--- src/rtl/bridge_reg_slave_pkg.sv ---
// ---------------------------------------------------------------------------
// pocket -- shared types and register map for the bridge register slave.
//
// Contents:
//   bridge_addr_t / bridge_data_t : address and data widths of the bridge bus
//   reg_idx_t                     : 4-bit word index inside the 64-byte window
//   *_BASE / *_IDX                : register index constants
//   reg_kind_t, decode_kind()     : classification of an index into its role
//   window_hit()                  : base-window comparison (64-byte aligned)
// ---------------------------------------------------------------------------
package pocket;

    typedef logic [31:0] bridge_addr_t;
    typedef logic [31:0] bridge_data_t;
    typedef logic [3:0]  reg_idx_t;

    localparam int NUM_CTRL   = 8;
    localparam int NUM_STATUS = 4;

    localparam reg_idx_t CTRL_BASE   = 4'd0;
    localparam reg_idx_t STATUS_BASE = 4'd8;
    localparam reg_idx_t STICKY_IDX  = 4'd12;
    localparam reg_idx_t CMD_IDX     = 4'd13;
    localparam reg_idx_t ID_IDX      = 4'd15;

    typedef enum logic [2:0] {
        REG_CTRL,
        REG_STATUS,
        REG_STICKY,
        REG_CMD,
        REG_ZERO,
        REG_ID
    } reg_kind_t;

    // Role of a word index; index 14 is a reserved read-as-zero slot.
    function automatic reg_kind_t decode_kind(input reg_idx_t idx);
        reg_kind_t kind;
        if (idx < STATUS_BASE) begin
            kind = REG_CTRL;
        end else if (idx < STICKY_IDX) begin
            kind = REG_STATUS;
        end else if (idx == STICKY_IDX) begin
            kind = REG_STICKY;
        end else if (idx == CMD_IDX) begin
            kind = REG_CMD;
        end else if (idx == ID_IDX) begin
            kind = REG_ID;
        end else begin
            kind = REG_ZERO;
        end
        return kind;
    endfunction

    // The window is 64 bytes, so only address bits 31:6 take part in the match.
    function automatic logic window_hit(input bridge_addr_t addr, input bridge_addr_t base);
        return (addr[31:6] == base[31:6]);
    endfunction

endpackage

--- src/rtl/bridge_if.sv ---
// ---------------------------------------------------------------------------
// bridge_if -- simple single-cycle register bus, synchronous to the clk of the
// responder that it is connected to.
//
// Signals:
//   addr    : byte address of the access
//   wr_data : write data
//   wr      : write qualifier, one cycle per write
//   rd      : read qualifier, one cycle per read
//   rd_data : read data, valid from the cycle after rd and held until next rd
// Modports:
//   responder : slave end (addr/wr_data/wr/rd in, rd_data out)
//   requester : master end
// ---------------------------------------------------------------------------
interface bridge_if;

    pocket::bridge_addr_t addr;
    pocket::bridge_data_t wr_data;
    logic                 wr;
    logic                 rd;
    pocket::bridge_data_t rd_data;

    modport responder (
        input  addr,
        input  wr_data,
        input  wr,
        input  rd,
        output rd_data
    );

    modport requester (
        output addr,
        output wr_data,
        output wr,
        output rd,
        input  rd_data
    );

endinterface

--- src/rtl/bridge_sticky_bits.sv ---
// ---------------------------------------------------------------------------
// bridge_sticky_bits -- 32 independent sticky flags with write-1-to-clear.
//
// Ports:
//   clk     : clock
//   reset_n : asynchronous active-low reset, clears all flags
//   set     : per-bit set request (event pulses)
//   clr     : per-bit clear request (W1C data, already qualified)
//   value   : current flag state
//
// A set and a clear of the same bit in one cycle leaves the bit set, so an
// event arriving while software acknowledges the previous one is never lost.
// ---------------------------------------------------------------------------
module bridge_sticky_bits
    import pocket::*;
(
    input  logic         clk,
    input  logic         reset_n,
    input  bridge_data_t set,
    input  bridge_data_t clr,
    output bridge_data_t value
);

    bridge_data_t value_reg;
    bridge_data_t value_next;

    generate
        for (genvar gi = 0; gi < $bits(bridge_data_t); gi++) begin : g_bit
            assign value_next[gi] = set[gi] | (value_reg[gi] & ~clr[gi]);

            always_ff @(posedge clk or negedge reset_n) begin
                if (!reset_n) begin
                    value_reg[gi] <= 1'b0;
                end else begin
                    value_reg[gi] <= value_next[gi];
                end
            end
        end
    endgenerate

    assign value = value_reg;

endmodule

--- src/rtl/bridge_reg_slave.sv ---
// ---------------------------------------------------------------------------
// bridge_reg_slave -- 16-word register window on the bridge bus.
//
// Parameters:
//   BASE_ADDR : 64-byte-aligned base address of the window
//   ID_VALUE  : constant returned by word 15
// Ports:
//   clk       : clock (bridge bus is synchronous to it)
//   reset_n   : asynchronous active-low reset
//   bridge    : bridge_if responder end
//   ctrl      : control registers, words 0-7 (read/write)
//   status    : status inputs, words 8-11 (read-only)
//   event_in  : event pulses feeding the sticky word 12 (W1C)
//   cmd_pulse : one-cycle strobe of the data written to word 13
//
// Word 13 and 14 read as zero; word 15 returns ID_VALUE. Reads are registered:
// the value selected in the rd cycle appears on rd_data in the next cycle and
// is held until the following rd. A missed read returns zero so several
// responders may share the return path through an OR.
// ---------------------------------------------------------------------------
module bridge_reg_slave
    import pocket::*;
#(
    parameter bridge_addr_t BASE_ADDR = 32'h0000_0000,
    parameter bridge_data_t ID_VALUE  = 32'h0000_0000
) (
    input  logic                          clk,
    input  logic                          reset_n,
    bridge_if.responder                   bridge,
    output bridge_data_t [NUM_CTRL-1:0]   ctrl,
    input  bridge_data_t [NUM_STATUS-1:0] status,
    input  bridge_data_t                  event_in,
    output bridge_data_t                  cmd_pulse
);

    // ---------------------------------------------------------------------
    // Address decode
    // ---------------------------------------------------------------------
    logic      hit;
    reg_idx_t  idx;
    reg_kind_t kind;
    logic      wr_hit;
    logic      unused_addr_bits;

    assign hit    = window_hit(bridge.addr, BASE_ADDR);
    assign idx    = bridge.addr[5:2];
    assign kind   = decode_kind(idx);
    assign wr_hit = bridge.wr & hit;

    // Byte-lane bits are not part of the register decode.
    assign unused_addr_bits = &{1'b0, bridge.addr[1:0]};

    // ---------------------------------------------------------------------
    // Control registers
    // ---------------------------------------------------------------------
    bridge_data_t [NUM_CTRL-1:0] ctrl_reg;
    logic         [NUM_CTRL-1:0] ctrl_we;

    generate
        for (genvar gi = 0; gi < NUM_CTRL; gi++) begin : g_ctrl
            assign ctrl_we[gi] = wr_hit && (kind == REG_CTRL) && (idx[2:0] == 3'(gi));

            always_ff @(posedge clk or negedge reset_n) begin
                if (!reset_n) begin
                    ctrl_reg[gi] <= '0;
                end else if (ctrl_we[gi]) begin
                    ctrl_reg[gi] <= bridge.wr_data;
                end
            end
        end
    endgenerate

    assign ctrl = ctrl_reg;

    // ---------------------------------------------------------------------
    // Sticky event word
    // ---------------------------------------------------------------------
    bridge_data_t sticky_clr;
    bridge_data_t sticky_value;

    assign sticky_clr = (wr_hit && (kind == REG_STICKY)) ? bridge.wr_data : '0;

    bridge_sticky_bits u_sticky (
        .clk     (clk),
        .reset_n (reset_n),
        .set     (event_in),
        .clr     (sticky_clr),
        .value   (sticky_value)
    );

    // ---------------------------------------------------------------------
    // Command strobe: reloaded every cycle, so it is nonzero for exactly the
    // cycle after the write and zero otherwise.
    // ---------------------------------------------------------------------
    bridge_data_t cmd_pulse_reg;
    bridge_data_t cmd_pulse_next;

    assign cmd_pulse_next = (wr_hit && (kind == REG_CMD)) ? bridge.wr_data : '0;

    always_ff @(posedge clk or negedge reset_n) begin
        if (!reset_n) begin
            cmd_pulse_reg <= '0;
        end else begin
            cmd_pulse_reg <= cmd_pulse_next;
        end
    end

    assign cmd_pulse = cmd_pulse_reg;

    // ---------------------------------------------------------------------
    // Read path. The mux looks at register outputs, so a write and read of
    // the same word in one cycle returns the value from before the write.
    // ---------------------------------------------------------------------
    bridge_data_t rd_sel;
    bridge_data_t rd_data_reg;
    bridge_data_t rd_data_next;

    always_comb begin
        rd_sel = '0;
        if (hit) begin
            case (kind)
                REG_CTRL:   rd_sel = ctrl_reg[idx[2:0]];
                REG_STATUS: rd_sel = status[idx[1:0]];
                REG_STICKY: rd_sel = sticky_value;
                REG_ID:     rd_sel = ID_VALUE;
                default:    rd_sel = '0;
            endcase
        end
    end

    always_comb begin
        rd_data_next = rd_data_reg;
        if (bridge.rd) begin
            rd_data_next = rd_sel;
        end
    end

    always_ff @(posedge clk or negedge reset_n) begin
        if (!reset_n) begin
            rd_data_reg <= '0;
        end else begin
            rd_data_reg <= rd_data_next;
        end
    end

    assign bridge.rd_data = rd_data_reg;

endmodule

--- src/flat_wrapper.sv ---
// flat-port wrapper written by rule: the top's interface ports become plain ports
module bridge_reg_slave_flat import pocket::*;
#(
    parameter bridge_addr_t BASE_ADDR = 32'h0000_0000,
    parameter bridge_data_t ID_VALUE  = 32'h0000_0000
)
  (clk, reset_n, ctrl, status, event_in, cmd_pulse, bridge_addr, bridge_wr_data, bridge_wr, bridge_rd, bridge_rd_data);
  bridge_if bridge_i ();
  input  logic clk;
  input  logic reset_n;
  output bridge_data_t [NUM_CTRL-1:0] ctrl;
  input  bridge_data_t [NUM_STATUS-1:0] status;
  input  bridge_data_t event_in;
  output bridge_data_t cmd_pulse;
  input wire logic [$bits(bridge_i.addr)-1:0] bridge_addr;
  input wire logic [$bits(bridge_i.wr_data)-1:0] bridge_wr_data;
  input wire logic [$bits(bridge_i.wr)-1:0] bridge_wr;
  input wire logic [$bits(bridge_i.rd)-1:0] bridge_rd;
  output wire logic [$bits(bridge_i.rd_data)-1:0] bridge_rd_data;
  assign bridge_i.addr = bridge_addr;
  assign bridge_i.wr_data = bridge_wr_data;
  assign bridge_i.wr = bridge_wr;
  assign bridge_i.rd = bridge_rd;
  assign bridge_rd_data = bridge_i.rd_data;
  bridge_reg_slave #(.BASE_ADDR(BASE_ADDR), .ID_VALUE(ID_VALUE)) u_core (.clk(clk), .reset_n(reset_n), .bridge(bridge_i), .ctrl(ctrl), .status(status), .event_in(event_in), .cmd_pulse(cmd_pulse));
endmodule
--- config.mk ---
export PLATFORM = sky130hd
export DESIGN_NAME = bridge_reg_slave_flat
export DESIGN_NICKNAME = d
export VERILOG_FILES = /design/src/rtl/bridge_reg_slave_pkg.sv /design/src/rtl/bridge_if.sv /design/src/rtl/bridge_sticky_bits.sv /design/src/rtl/bridge_reg_slave.sv /design/src/flat_wrapper.sv
export SDC_FILE = /design/constraint.sdc
export NUM_CORES = 1
export LEC_CHECK = 0
export ABC_AREA = 1
export BUFFER_PORTS_ARGS = -buffer_cell sky130_fd_sc_hd__clkbuf_2
export CORE_UTILIZATION = 25
export DETAILED_ROUTE_END_ITERATION = 12
export GPL_TIMING_DRIVEN = 0
export PLACE_DENSITY = 0.5
export RECOVER_POWER = 25
export SLEW_MARGIN = 10
export SYNTH_ARGS = -nofsm -noshare
export SYNTH_HDL_FRONTEND = slang
export SYNTH_SLANG_ARGS = --single-unit
--- constraint.sdc ---
create_clock -name clk -period 1.2 [get_ports clk]
set_input_delay 0.12 -clock clk [delete_from_list [all_inputs] [get_ports clk]]
set_output_delay 0.12 -clock clk [all_outputs]
set_load 0.01 [all_outputs]
==> metrics.txt <==
synth unique cells=22; worst-path fanout max=10; CTS tree=yes; die area=0.0738 mm²; Final min period=1.37 ns; Crit. End Element=flop; post-route setup slack=-0.171 ns; clock sink count=352; root buf cell=clkbuf_16; slew margin rel.=21.2%; layout cells sized above 1=33.2%; Core ar.=about 0.072 mm²; Routed Antenna Nets=0; #FFs+latches synth=352; Area contributors post-synth=dfrtp_1 (48%), nand2_1 (23%), nand3_1 (9.8%), nor2_1 (5.0%), inv_1 (3.3%); Placed Instances=4056; die width=272 µm; CTS Buffer Depth=3; Worst VDD drop=0.923 mV; Initial Util=around 25%; clock-pin slew on the worst setup and hold paths=roughly 0.060 ns; H-tree depth=2; Yosys top cell area share=48.4%; syn avg cell area=7.02 µm²; initial antenna violation count=3; Die Y=272 µm; Avg WL per Cell=23.6 µm; first-pass GRT wire length=144 mm; Num CTS Buffers=between 40 and 50; initial DRC count=1673; dpl hpwl=between 70 and 80 mm; Slew Limit Fails=0; Non-Filler Instances=4417; GRT Overall Usage=27.0%; post-synthesis sequential area ratio=around 48%; failing checks=setup timing; clock skew=0.0554 ns; vias per cell=4.77; Hold Slack=0.0122 ns; static leakage=15.9 nW; # rows=98; CP Data Required Time=between 1.5 and 2 ns; final hold vios=0; yosys warns=0; total power=29.8 mW; placer congestion estimate=between 0.8 and 0.9; Worst Setup Path Type=input port to flop; vias in the first global route=around 20000; Final Core Density=between 40% and 50%; Worst EP arrival=1.86 ns; power density over the cells=1040 mW/mm²; max reg flops=roughly 260; Post-Synthesis Net Count=2818; Critical Path Start Type=input port; setup_tns=-21.96 ns; area leader, netlist=dfrtp_1; Syn Inst Count=2590; Cell Area, Synth=0.0182 mm²; Worst-Margin Slew=1.18 ns; run status=complete, but fails checks; Buffers on Ports=512; DRT Pass-1 Iters=5; Detailed Route WL=104 mm; Hold/Removal Path Class=input port to flop; Final setup viols=344; Filler cells=7508; later-pin clock latency in the skew report=0.61 ns; total number of vias=around 21000; Fmax=730 MHz; Nets=~3700; area delta synth->final=58.1%; RSZ-0062 raised after global routing=yes; GRT Residual Overflow=0; Max-cap violations=0; largest net degree at the start of global routing=92; Top Ports=548; fin crit share=114%; drt drc=0
worst paths after layout:
| path | from | endpoint | slack [ns] | cells after the start |
|---|---|---|---|---|
| setup / recovery | bridge_addr[2] | u_core.bridge.rd_data[29] | -0.17 | 12 |
| hold / removal | status[8] | u_core.bridge.rd_data[8] | 0.01 | 7 |
| setup reg to reg | u_core.ctrl[125] | u_core.bridge.rd_data[29] | -0.14 | 8 |
| hold reg to reg | u_core.u_sticky.value[19] | u_core.u_sticky.value[19] | 0.47 | 2 |
| max in group asynchronous | reset_n | u_core.cmd_pulse[9] | 0.15 | 4 |
| min in group asynchronous | reset_n | u_core.u_sticky.value[4] | 0.17 | 3 |
per-stage QoR:
stage	setup slack (ns)	area (µm²)
6_report	-0.171	28700
5_1_grt	-0.244	28700
4_1_cts	-0.168	26600
3_5_place_dp	-1.40	22200
3_3_place_gp	-8.67	22100
2_1_floorplan	-0.0823	18300
timing repair:
item,4_1_cts,5_1_grt
hold endpoints to repair,227,0
pin swaps,78,80
gates cloned,0,5
gates resized for setup,316,566
buffers inserted,138,76
endpoints found under the setup margin,670,642
hold buffers,61,0
per-layer routing:
layer / GRT usage, % / vias to the layer above / share of wire, %
met1: 33.8 / 10300 / 41
li1: - / 9774 / -
met5: 0 / - / 0
met2: 45.2 / 827 / 48
met4: 9.11 / 0 / 3.4
met3: 6.58 / 163 / 7.8
cells in the final DEF, fill, tap and decap left out, drive strengths merged:
cell type,netlist,routed
dfrtp,352,352
nor2,249,249
a21oi,1,1
nand4,75,75
nand2,1128,1128
diode,0,2
o21ai,32,32
dlygate4sd3,0,61
nor3,1,1
a21boi,32,32
clkinv,0,9
bufinv,0,4
clkbuf,95,538
nand3,357,357
inv,164,165
buf,104,461
where the power goes:
group          switching, mW  internal (mW)
logic                   2.55           1.11
clock network           5.84           8.39
registers        0.000000311           11.9
total                   8.39           21.4
critical path: stages:
cell	delay [ns]
clkbuf_2	0.19
buf_6	0.23
buf_6	0.26
buf_4	0.33
o21ai_1	0.11
nand2_1	0.06
nand2_1	0.07
nand2_1	0.08
nand3_2	0.15
nand2_2	0.10
nand2_2	0.07
nand2_1	0.07
cells by family (layout without fill, tap and decap cells):
kind of cell / Yosys count / count (layout) / synth area share, %
other: 0 / 2 / 0
AOI/OAI and AO/OA: 65 / 65 / 2.23
DFF: 352 / 352 / 48.4
and+or+nand+nor: 1810 / 1810 / 41.2
buffers and inverters: 363 / 1238 / 8.07
cells in the mapped netlist:
library cell and n:
a21oi_1 1, nor2_1 241, nand2_2 2, inv_1 160, nand3_2 1, nand2_1 1126, nand4_2 4, nor2_2 6
buf_2 78, nor2_4 2, nand4_1 71, dfrtp_1 352, nor3_2 1, buf_1 24, a21boi_0 2, a21boi_1 30
clkbuf_1 95, buf_4 2, inv_2 4, o21ai_0 20, o21ai_1 12, nand3_1 356
area by class of cell:
| class | instances | area, µm² | area share, % |
|---|---|---|---|
| Tap cell | 950 | 1190 | 4.14 |
| Clock inverter | 14 | 210 | 0.731 |
| Antenna cell | 2 | 5.00 | 0.0174 |
| Buffer | 196 | 1370 | 4.77 |
| Sequential cell | 352 | 8820 | 30.7 |
| Inverter | 164 | 626 | 2.18 |
| Timing Repair Buffer | 795 | 6350 | 22.1 |
| Clock buffer | 69 | 1310 | 4.55 |
| Multi-Input combinational cell | 1875 | 8860 | 30.8 |
Note: power is estimated with default switching activity, not from simulation.
